`src/rtl/dout_pack.sv`:
```
// Serializer for the square-root result: captures root/remainder on a calcend rise
// and streams them as {tag, flag, payload} words into the output FIFO under back-pressure.
module dout_pack #(
    parameter int VW = 128,
    parameter int RW = 129,
    parameter int DW = 48,
    parameter int TW = 3
) (
    input  logic          clk,
    input  logic          rst,
    input  logic          calcend,
    input  logic [VW-1:0] vout,
    input  logic [RW-1:0] rout,
    input  logic          rem_en,
    input  logic          full,
    output logic [DW-1:0] dataout,
    output logic          wren,
    output logic          busy,
    output logic          done,
    output logic          overrun
);
    localparam int PW  = DW - TW - 1;
    localparam int NV  = (VW + PW - 1) / PW;
    localparam int NR  = (RW + PW - 1) / PW;
    localparam int VPW = NV * PW;
    localparam int RPW = NR * PW;

    generate
        if (PW < 1 || NV + NR > (1 << TW) - 1) begin : g_bad_params
            $error("dout_pack: tag space too small for NV+NR beats, or no payload bits");
        end
    endgenerate

    typedef enum logic [1:0] {IDLE, SEND_V, SEND_R} state_t;

    state_t          state;
    logic            calcend_d;
    logic            rem_q;
    logic [TW-1:0]   beat;
    logic [VPW-1:0]  vsh;
    logic [RPW-1:0]  rsh;
    logic            rise;

    assign rise = calcend & ~calcend_d;

    // Shadow registers hold left-justified operands; each issued beat shifts the next slice to the top.
    always_ff @(posedge clk) begin
        if (state == IDLE && rise) begin
            vsh <= VPW'(vout) << (VPW - VW);
            rsh <= RPW'(rout) << (RPW - RW);
        end else if (state == SEND_V && !full) begin
            vsh <= vsh << PW;
        end else if (state == SEND_R && !full) begin
            rsh <= rsh << PW;
        end
    end

    always_ff @(posedge clk) begin
        if (rst) begin
            state     <= IDLE;
            calcend_d <= 1'b0;
            rem_q     <= 1'b0;
            beat      <= '0;
            dataout   <= '0;
            wren      <= 1'b0;
            busy      <= 1'b0;
            done      <= 1'b0;
            overrun   <= 1'b0;
        end else begin
            calcend_d <= calcend;
            wren      <= 1'b0;
            done      <= 1'b0;
            if (rise && state != IDLE)
                overrun <= 1'b1;
            case (state)
                IDLE: begin
                    if (rise) begin
                        rem_q <= rem_en;
                        beat  <= '0;
                        busy  <= 1'b1;
                        state <= SEND_V;
                    end
                end
                SEND_V: begin
                    if (!full) begin
                        wren    <= 1'b1;
                        dataout <= {beat + TW'(1), 1'b0, vsh[VPW-1 -: PW]};
                        if (beat == TW'(NV - 1)) begin
                            beat <= '0;
                            if (rem_q) begin
                                state <= SEND_R;
                            end else begin
                                state <= IDLE;
                                busy  <= 1'b0;
                                done  <= 1'b1;
                            end
                        end else begin
                            beat <= beat + TW'(1);
                        end
                    end
                end
                SEND_R: begin
                    if (!full) begin
                        wren    <= 1'b1;
                        dataout <= {beat + TW'(NV + 1), 1'b1, rsh[RPW-1 -: PW]};
                        if (beat == TW'(NR - 1)) begin
                            beat  <= '0;
                            state <= IDLE;
                            busy  <= 1'b0;
                            done  <= 1'b1;
                        end else begin
                            beat <= beat + TW'(1);
                        end
                    end
                end
                default: state <= IDLE;
            endcase
        end
    end
endmodule
```
`config.mk`:
```
export PLATFORM = sky130hd
export DESIGN_NAME = dout_pack
export DESIGN_NICKNAME = d
export VERILOG_FILES = /design/src/rtl/dout_pack.sv
export SDC_FILE = /design/constraint.sdc
export NUM_CORES = 1
export LEC_CHECK = 0
export CAP_MARGIN = 5
export CORE_MARGIN = 4
export CORE_UTILIZATION = 35
export DETAILED_ROUTE_END_ITERATION = 10
export GPL_TIMING_DRIVEN = 0
export PLACE_DENSITY_LB_ADDON = 0.15
export SETUP_SLACK_MARGIN = 0.15
export SYNTH_ARGS = -nofsm -noshare
export SYNTH_HDL_FRONTEND = slang
export SYNTH_SLANG_ARGS = --single-unit
```
`constraint.sdc`:
```
create_clock -name clk -period 23.4 [get_ports clk]
set_input_delay 3.51 -clock clk [delete_from_list [all_inputs] [get_ports clk]]
set_output_delay 3.51 -clock clk [all_outputs]
set_load 0.02 [all_outputs]
```
==> run_results.csv <==
group,metric,value,unit
sta,max_freq,0.168,GHz
worst_setup_path,crit_chain,"clkdlybuf4s50_1 > nor2b_2 > buf_6 > nand2_2 > buf_2 > buf_2 > nand2_4 > buf_16 > buf_16",
global_routing,grt_pass1_wl,57.0,mm
logic_synthesis,ys.warnings.count,0,
detailed_routing,vias_per_cell,4.53,
worst_setup_path,reg2reg_slack,20.47,ns
detailed_routing,ant_nets,0,
worst_setup_path,r2r-start,"state[0]",
logic_synthesis,yosysUniqueCellTypes,34,
logic_synthesis,synth_seq_cells,316,
clock_tree,cts_tree,"done",
logic_synthesis,synth.net_count,1462,
layout,drive_gt1_share,6.91,%
floorplan,ioPinCount,314,
placed_design,io_buffers,311,
logic_synthesis,yosys.area.top_type,"edfxtp_1",
power,peakVddDrop,0.0374,mV
clock_tree,cts_buffers,37,
detailed_routing,routed_wl,38.2,mm
floorplan,start_util,35.7,%
detailed_routing,wire_per_inst,18.4,um
logic_synthesis,synth_flop_cell,"edfxtp_1",
worst_setup_path,worstPathArrival,6.13,ns
worst_setup_path,critPathRequiredTime,23.58,ns
power,leakagePower,7.35,nW
global_routing,first_global_vias,9669,
power,p_total,0.00156,W
placed_design,dpl-instance-area,0.0171,mm^2
sta,period_share,25.4,%
global_routing,gr-usage-met3,4.35,%
layout,final_cell_mix,"511 x nand2_1, 311 x clkdlybuf4s50_1, 257 x edfxtp_1, 88 x and3_1, 59 x dfxtp_1",
logic_synthesis,synth.cell_area,0.0132,mm^2
layout,fill_cells,3450,
detailed_routing,drt_pass1_iterations,5,
worst_setup_path,cp-start-kind,"input port",
worst_setup_path,cpPeakStageDelay,0.49,ns
sta,rsz0062_at_grt,"no",
clock_tree,h-tree-depth,2,
logic_synthesis,syn_inst,1193,
logic_synthesis,synth_top_cell_area_share,58.4,%
detailed_routing,vias,9433,
logic_synthesis,synth-edff-count,257,
global_routing,gr-usage-all-layers,18.2,%
detailed_routing,drt_iter0_markers,463,
logic_synthesis,syn_area_per_cell,11.1,um^2
sta,whs,0.470,ns
layout,post-route-util,49.6,%
global_routing,gr-total-overflow,0,
floorplan,fp.dieArea,0.0409,mm^2
sta,max_slew_margin,49.8,%
floorplan,fp.coreArea,0.0370,mm^2
worst_setup_path,r2r_end,"vsh[40]",
clock_tree,cts_setup_buffers,0,
layout,final_common_cell,"nand2_1",
clock_tree,cts_sinks,316,
floorplan,num_rows,70,
layout,multiInputGateArea,0.00388,mm^2
power,powerDensity,85.2,mW/mm^2
clock_tree,cts.clk_slew.worst_paths,0.06,ns
placed_design,dpl.hpwl,28.0,mm
layout,stdcell_area,0.0183,mm^2
worst_setup_path,crit_fanout,60,
worst_setup_path,r2r_cells,8,
floorplan,die_w,202,um
sta,finalSetupViolations,0,
sta,fin_setup_tns,0,ns
job,drv_cap,0,
layout,nets,1819,
global_routing,use_met2,30.9,%
global_routing,busiest_layer,"met2",
status,status,"finished, final reports clean",
global_routing,grt_max_degree,61,
min_path,hp-class,"reg -> reg",
worst_setup_path,cpMaxStageDelayCell,"clkdlybuf4s50_1",
clock_tree,root_buffer,"clkbuf_16",
worst_setup_path,endpoint_kind,"flip-flop",
min_path,min_from,"dataout[44]",
clock_tree,post_cts_resize_count,0,
sta,hold_violations,0,
global_routing,met1_usage,23.9,%
floorplan,die_h,202,um
sta,max_slew.worst_pin.slew,0.751,ns
min_path,holdPathEnd,"dataout[44]",
min_path,holdPathStages,2,
logic_synthesis,async_reset_ff_share,0,%
sta,fin_skew,0.00703,ns
detailed_routing,drc,0,
placed_design,gp_congestion,0.816,
clock_tree,hold_buffers,0,
logic_synthesis,synth_area_leaders,"edfxtp_1 58%, nand2_1 15%, dfxtp_1 8.9%",
clock_tree,insertion_delay,0.51,ns
sta,slew_violations,0,
logic_synthesis,seq_area_frac_synth,67.4,%
sta,period_minus_slack,5.95,ns
clock_tree,clockBufferDepth,3,
layout,regArea,0.00890,mm^2
global_routing,antenna_found_initial,2,
worst_setup_path,worstSetupPathType,"in -> reg",
layout,syn_to_final_growth,38.8,%
==> Yosys cell counts, types with 6 or more instances <==
cell type and number:
a211oi_1 44, a21oi_1 6, and3_1 88, buf_2 28, buf_6 12, clkbuf_1 34
dfxtp_1 59, edfxtp_1 257, ha_1 7, mux2i_1 50, nand2_1 512, nand2b_1 7
nor2_1 56
==> per-layer routing <==
layer / wire length, um / share of wire (%) / vias up
li1: - / - / 4788
met1: 16400 / 43 / 4313
met2: 18600 / 49 / 274
met3: 2520 / 6.6 / 54
met4: 740 / 1.9 / 4
met5: 23 / 0.060 / -
==> power by group <==
group / internal, W / leakage, nW / switching (W)
registers: 0.000706 / 2.98 / 0.0000203
clock network: 0.000343 / 0.570 / 0.000222
logic: 0.000116 / 3.80 / 0.000155
==> final cells by class <==
type | instances | area share (%)
sequential | 316 | 48.5
multi-input combinational | 794 | 21.1
timing repair buffer | 318 | 17.9
clock buffer | 54 | 5.68
tap | 504 | 3.44
buffer | 80 | 2.40
clock inverter | 13 | 0.812
inverter | 3 | 0.0614
antenna | 1 | 0.0136
==> state kept, by name, indices dropped and copies added (netlist names) <==
signal     count
beat           3
busy           1
calcend_d      1
dataout       48
done           1
overrun        1
rem_q          1
rsh          129
state          2
vsh          128
wren           1
==> stage by stage <==
step / worst slack [ns] / cells
after global routing: 17.29 / 2082
final: 17.45 / 2083
after detailed placement: 16.82 / 2015
after floorplan: 9.78 / 1193
after CTS: 17.36 / 2082
after global placement: 4.37 / 2008
==> kinds of logic after synthesis <==
family	synth area share, %
DFF	67.4
AOI/OAI and AO/OA	3.26
buffers and inverters	3.42
xor gates and xnor gates	0.133
and+or+nand+nor	21.4
muxes	3.79
adders and majority gates	0.663
==> how the worst max path moves through the flow <==
stage | cells past startpoint | from | slack [ns] | to
after floorplan | 3 | full | 9.78 | rsh[100]
after detailed placement | 9 | calcend | 16.82 | vsh[42]
after global routing | 9 | calcend | 17.29 | vsh[93]
final | 9 | calcend | 17.45 | vsh[40]
after global placement | 3 | full | 4.37 | rsh[6]
after CTS | 9 | calcend | 17.36 | vsh[88]
==> critical path: cells and delay by family <==
| family | cells | cell delay (ns) |
|---|---|---|
| buffers and inverters | 6 | 1.91 |
| AND/OR/NAND/NOR | 3 | 0.62 |
(Power assumes the default switching activity.)
